--- src/rtl/uart_lite_sequencer.sv ---
// rtl/uart_lite_sequencer.sv - AXI-Lite master that sequences a UART's TX/RX/STAT/CTRL registers
module uart_lite_sequencer #(
    parameter int unsigned POLL_CYCLES = 255,
    parameter logic [12:0] BASE_ADDR   = 13'h0000
) (
    input  logic        clk_i,
    input  logic        rst_i,
    input  logic [7:0]  tx_data_i,
    input  logic        tx_valid_i,
    output logic        tx_ready_o,
    output logic [7:0]  rx_data_o,
    output logic        rx_valid_o,
    input  logic        rx_ready_i,
    input  logic        uart_irq_i,
    output logic [12:0] m_axi_uart_awaddr,
    output logic        m_axi_uart_awvalid,
    input  logic        m_axi_uart_awready,
    output logic [31:0] m_axi_uart_wdata,
    output logic [3:0]  m_axi_uart_wstrb,
    output logic        m_axi_uart_wvalid,
    input  logic        m_axi_uart_wready,
    input  logic [1:0]  m_axi_uart_bresp,
    input  logic        m_axi_uart_bvalid,
    output logic        m_axi_uart_bready,
    output logic [12:0] m_axi_uart_araddr,
    output logic        m_axi_uart_arvalid,
    input  logic        m_axi_uart_arready,
    input  logic [31:0] m_axi_uart_rdata,
    input  logic [1:0]  m_axi_uart_rresp,
    input  logic        m_axi_uart_rvalid,
    output logic        m_axi_uart_rready,
    output logic        err_o
);

    localparam logic [12:0] ADDR_RX   = BASE_ADDR;
    localparam logic [12:0] ADDR_TX   = BASE_ADDR + 13'h4;
    localparam logic [12:0] ADDR_STAT = BASE_ADDR + 13'h8;
    localparam logic [12:0] ADDR_CTRL = BASE_ADDR + 13'hC;
    localparam logic [15:0] POLL_LAST = 16'(POLL_CYCLES - 1);
    localparam logic [31:0] CTRL_INIT = 32'h13;

    typedef enum logic [3:0] {
        INIT_W, INIT_B, IDLE, STAT_AR, STAT_R, TX_W, TX_B, RX_AR, RX_R
    } state_t;

    state_t      state, state_nx;
    logic        aw_done, w_done;
    logic [7:0]  tx_byte;
    logic [15:0] poll_cnt;
    logic        is_w, aw_hs, w_hs, b_hs, r_hs;
    logic        unused_rdata;

    assign unused_rdata = ^m_axi_uart_rdata[31:8];

    assign is_w  = (state == INIT_W) || (state == TX_W);
    assign aw_hs = m_axi_uart_awvalid && m_axi_uart_awready;
    assign w_hs  = m_axi_uart_wvalid && m_axi_uart_wready;
    assign b_hs  = m_axi_uart_bvalid && m_axi_uart_bready;
    assign r_hs  = m_axi_uart_rvalid && m_axi_uart_rready;

    // Write channel is combinational from state so the CTRL write is offered
    // immediately after reset; rst_i masks it so reset forces everything low.
    assign m_axi_uart_awvalid = is_w && !aw_done && !rst_i;
    assign m_axi_uart_wvalid  = is_w && !w_done && !rst_i;
    assign m_axi_uart_wstrb   = 4'hF;
    assign m_axi_uart_bready  = (state == INIT_B) || (state == TX_B);
    assign m_axi_uart_arvalid = (state == STAT_AR) || (state == RX_AR);
    assign m_axi_uart_rready  = (state == STAT_R) || (state == RX_R);

    always_comb begin
        m_axi_uart_awaddr = '0;
        m_axi_uart_wdata  = '0;
        m_axi_uart_araddr = '0;
        if (!rst_i) begin
            case (state)
                INIT_W: begin
                    m_axi_uart_awaddr = ADDR_CTRL;
                    m_axi_uart_wdata  = CTRL_INIT;
                end
                TX_W: begin
                    m_axi_uart_awaddr = ADDR_TX;
                    m_axi_uart_wdata  = {24'h0, tx_byte};
                end
                STAT_AR: m_axi_uart_araddr = ADDR_STAT;
                RX_AR:   m_axi_uart_araddr = ADDR_RX;
                default: ;
            endcase
        end
    end

    always_comb begin
        state_nx   = state;
        tx_ready_o = 1'b0;
        case (state)
            INIT_W, TX_W: begin
                if ((aw_done || aw_hs) && (w_done || w_hs))
                    state_nx = (state == INIT_W) ? INIT_B : TX_B;
            end
            INIT_B, TX_B: begin
                if (m_axi_uart_bvalid) state_nx = IDLE;
            end
            IDLE: begin
                if (tx_valid_i || uart_irq_i || (poll_cnt == POLL_LAST))
                    state_nx = STAT_AR;
            end
            STAT_AR: if (m_axi_uart_arready) state_nx = STAT_R;
            STAT_R: begin
                if (m_axi_uart_rvalid) begin
                    // A pending RX byte wins over TX so the receive FIFO drains first.
                    if (m_axi_uart_rdata[0] && !rx_valid_o) begin
                        state_nx = RX_AR;
                    end else if (tx_valid_i && !m_axi_uart_rdata[3]) begin
                        state_nx   = TX_W;
                        tx_ready_o = 1'b1;
                    end else begin
                        state_nx = IDLE;
                    end
                end
            end
            RX_AR: if (m_axi_uart_arready) state_nx = RX_R;
            RX_R:  if (m_axi_uart_rvalid) state_nx = IDLE;
            default: state_nx = INIT_W;
        endcase
    end

    always_ff @(posedge clk_i or posedge rst_i) begin
        if (rst_i) begin
            state      <= INIT_W;
            aw_done    <= 1'b0;
            w_done     <= 1'b0;
            tx_byte    <= '0;
            poll_cnt   <= '0;
            rx_data_o  <= '0;
            rx_valid_o <= 1'b0;
            err_o      <= 1'b0;
        end else begin
            state <= state_nx;
            if (is_w && (state_nx == state)) begin
                if (aw_hs) aw_done <= 1'b1;
                if (w_hs)  w_done  <= 1'b1;
            end else begin
                aw_done <= 1'b0;
                w_done  <= 1'b0;
            end
            if (tx_ready_o) tx_byte <= tx_data_i;
            if ((state == IDLE) && (state_nx == IDLE))
                poll_cnt <= poll_cnt + 16'd1;
            else
                poll_cnt <= '0;
            if (rx_valid_o && rx_ready_i) rx_valid_o <= 1'b0;
            if ((state == RX_R) && r_hs && (m_axi_uart_rresp == 2'b00)) begin
                rx_data_o  <= m_axi_uart_rdata[7:0];
                rx_valid_o <= 1'b1;
            end
            if ((b_hs && (m_axi_uart_bresp != 2'b00)) || (r_hs && (m_axi_uart_rresp != 2'b00)))
                err_o <= 1'b1;
        end
    end

endmodule
--- config.mk ---
export PLATFORM = sky130hd
export DESIGN_NAME = uart_lite_sequencer
export DESIGN_NICKNAME = d
export VERILOG_FILES = /design/src/rtl/uart_lite_sequencer.sv
export SDC_FILE = /design/constraint.sdc
export NUM_CORES = 1
export LEC_CHECK = 0
export BUFFER_PORTS_ARGS = -buffer_cell sky130_fd_sc_hd__buf_2
export CAP_MARGIN = 15
export CORE_MARGIN = 3
export CORE_UTILIZATION = 40
export CTS_CLUSTER_SIZE = 30
export DETAILED_ROUTE_END_ITERATION = 6
export PLACE_DENSITY = 0.72
export SETUP_SLACK_MARGIN = 0.1
export SLEW_MARGIN = 20
export SYNTH_ARGS = -nofsm -noshare
export SYNTH_HDL_FRONTEND = slang
export SYNTH_SLANG_ARGS = --single-unit
--- constraint.sdc ---
create_clock -name clk_i -period 2.5 [get_ports clk_i]
set_input_delay 0.375 -clock clk_i [delete_from_list [all_inputs] [get_ports clk_i]]
set_output_delay 0.375 -clock clk_i [all_outputs]
set_load 0.01 [all_outputs]
==> impl_metrics.json <==
{
  "ys_seq_elements": 40,
  "synth.distinct_cells": 45,
  "most-common-layout-cells": "buf_2, conb_1, dfrtp_1",
  "r2r_end": "poll_cnt[15]",
  "critPathMaxStageDelay_ps": 490,
  "drcViolationCount": 0,
  "pwr-share-seq_pct": 37.1,
  "cp_top_family": "simple AND/OR/NAND/NOR gates",
  "cp.required_ps": 2120,
  "vias": 1992,
  "drive_above_1_share_pct": 29.1,
  "clk_pin_slew_ps": 80,
  "postLayoutCoreUtil_pct": 47.0,
  "path_class": "reg2out",
  "timing.hold.ws_ps": 264,
  "rsz0062_at_grt": "yes",
  "worst_skew_pair.late_latency_ps": 290,
  "drv_cap": 0,
  "crit_path_top_delay_cell": "dfrtp_1",
  "die_w_um": 86.4,
  "hold_viol": 0,
  "antennaDiodeCount": 0,
  "tightest_slew_ps": 505,
  "r2r-start": "state[0]",
  "port_buffers": 56,
  "rr_worst_depth": 6,
  "use_met1_pct": 19.3,
  "powerDensity_nw_per_um2": 803,
  "grt_pass1_vias": 1833,
  "grtUsageMet2_pct": 20.7,
  "avgSynthCellArea_um2": 9.16,
  "yosysSeqAreaShare_pct": 38.7,
  "hpwlAfterDp_um": 3850,
  "finClkSkew_ps": 9.56,
  "drt-wirelength-per-cell_um": 11.9,
  "row_count": 28,
  "worstPathArrival_ps": 1890,
  "fin_nets": 396,
  "areaGrowthSynthToFinish_pct": 10.9,
  "cts_setup_buffers": 0,
  "fillers": 586,
  "peakVddDrop_v": 0.000483,
  "grt_max_degree": 41,
  "tritoncts": "yes",
  "wirelength_um": 4940,
  "grt.busiest_layer": "met2",
  "finalMaxSlewViolations": 0,
  "core_um2": 6100,
  "dieArea_um2": 7460,
  "finalCritPeriodShare_pct": 90.6,
  "firstDrtPassIters": 4,
  "outcome": "complete, no violations",
  "drtIter0Drc": 138,
  "ios": 132,
  "p_leak_nw": 1.41,
  "finalPower_mw": 2.30,
  "final_antenna_net_count": 0,
  "cp_cell_sequence": "xnor2_2 -> nand2_1 -> nor2_1 -> o21a_1 -> buf_2",
  "reg2reg_slack_ps": 320,
  "switchingPower_mw": 0.932,
  "hold_depth": 2,
  "grt_overflow_total": 0,
  "final_common_cell": "buf_2",
  "min_period_ps": 2270,
  "cts_root_buf": "clkbuf_8",
  "grt_pass1_wl_um": 8400,
  "clockBufferDepth": 2,
  "cp_num_buf_inv": 1,
  "p_int_mw": 1.37,
  "start_util_pct": 42.4,
  "die_y_um": 86.4,
  "grtUsageTotal_pct": 14.1,
  "slew_headroom_pct": 66.2,
  "postCtsHoldBufs": 0,
  "fmax_ghz": 0.441,
  "hold_path_end": "rx_valid_o",
  "hp-start": "rx_ready_i",
  "finalSetupViolCount": 0,
  "yosysWarnings": 0,
  "combPwrFrac_pct": 45.3,
  "swShare_pct": 40.5,
  "p_clk_share_pct": 17.6,
  "clock_sinks": 40,
  "antenna_found_initial": 0,
  "tns_ps": 0,
  "layout_setup_ws_ps": 234,
  "cts_resized": 0,
  "syn_inst": 282,
  "critPathLaunchType": "register",
  "finalWeightedCongestion": 0.804,
  "htree_levels": 2,
  "cp_max_fo": 9,
  "pre_cts_ws_ps": 348,
  "hold_path_class": "in2reg",
  "end_kind": "output port",
  "cts_made_buffers": 5,
  "met3_usage_pct": 5.04,
  "syn_area_um2": 2580,
  "vias_per_cell": 4.80
}
==> layout make-up <==
type                       count  area (um2)  area share [%]
multi-input combinational    223        1300            45.5
sequential                    40        1000            34.9
timing repair buffer          66         368            12.8
tap                           75        93.8            3.27
clock buffer                   5        68.8            2.40
inverter                       4        18.8           0.655
clock inverter                 2        12.5           0.436
==> state kept, by name, indices dropped and copies added, names as in the netlist <==
register / count
state: 4
tx_byte: 8
poll_cnt: 16
aw_done: 1
rx_data_o: 8
rx_valid_o: 1
w_done: 1
err_o: 1
==> cells in the mapped netlist (all sizes together) <==
cell / n / share of area [%]
buf: 56 / 17
dfrtp: 40 / 39
nand2: 39 / 5.7
nor3: 22 / 6.0
nor2: 14 / 2.0
xnor2: 11 / 4.0
and2: 8 / 1.9
clkbuf: 8 / 1.2
mux2: 8 / 3.5
nand3: 7 / 1.4
nand4: 7 / 1.7
o21ai: 7 / 1.4
nand3b: 5 / 1.5
nor4: 5 / 1.2
xor2: 5 / 1.7
nand2b: 4 / 0.97
o21a: 4 / 1.2
a21oi: 3 / 0.58
inv: 3 / 0.44
nor2b: 3 / 0.73
conb: 2 / 0.29
ha: 2 / 0.97
o211ai: 2 / 0.58
or4: 2 / 0.58
a31o: 1 / 0.34
a31oi: 1 / 0.24
a32oi: 1 / 0.34
a41o: 1 / 0.82
a41oi: 1 / 0.34
and3: 1 / 0.24
and4: 1 / 0.34
clkinv: 1 / 0.15
nand4b: 1 / 0.34
nor4b: 1 / 0.34
o221ai: 1 / 0.34
o31a: 1 / 0.34
or3: 1 / 0.24
or3b: 1 / 0.34
or4b: 1 / 0.39
==> worst reg2reg max path: stages, from the launching register on <==
cell     delay [ps]
dfrtp_1         490
xnor2_2         220
a41o_4          300
and3_1          140
or4_1           580
buf_12          190
nor3_1          180
==> routing by layer <==
layer	share of wire, %	vias to the layer above
met5	0	-
met4	1.5	0
met3	8.1	6
met2	45	78
met1	45	933
li1	-	975
==> worst max-delay path by stage <==
| stage | start | to | slack (ps) | depth (start not counted) |
|---|---|---|---|---|
| 5_1_grt | state[0] | tx_ready_o | 30 | 5 |
| 2_1_floorplan | rst_i | poll_cnt[0] | -130 | 8 |
| 4_1_cts | state[0] | tx_ready_o | 120 | 5 |
| 3_5_place_dp | state[0] | poll_cnt[7] | 350 | 6 |
| 6_report | state[0] | m_axi_uart_wdata[1] | 230 | 5 |
| 3_3_place_gp | state[0] | poll_cnt[15] | 380 | 6 |
==> through the flow <==
stage	std cells	area, um2
after floorplan	331	2780
after global placement	408	2770
after detailed placement	408	2770
after CTS	415	2850
after global routing	415	2870
final	415	2870
==> power by group through the flow <==
stage / Clock (mW) / Combinational (mW) / Sequential (mW)
final: 0.406 / 1.04 / 0.854
after global routing: 0.453 / 1.17 / 0.872
after CTS: 0.420 / 1.04 / 0.849
after detailed placement: 0 / 1.03 / 0.863
after global placement: 0 / 1.03 / 0.857
after floorplan: 0 / 0.852 / 0.827
==> kinds of logic (layout without fill, tap and decap cells) <==
family	after synthesis	in the layout	share of synthesized area (%)
AOI/OAI and AO/OA	23	23	6.44
xor gates and xnor gates	16	16	5.71
adders and majority gates	2	2	0.968
buffers and inverters	68	77	18.5
DFF	40	40	38.7
muxes	8	8	3.49
other	2	51	0.291
and+or+nand+nor	123	123	25.9
Note: power is estimated with default switching activity, not from simulation.
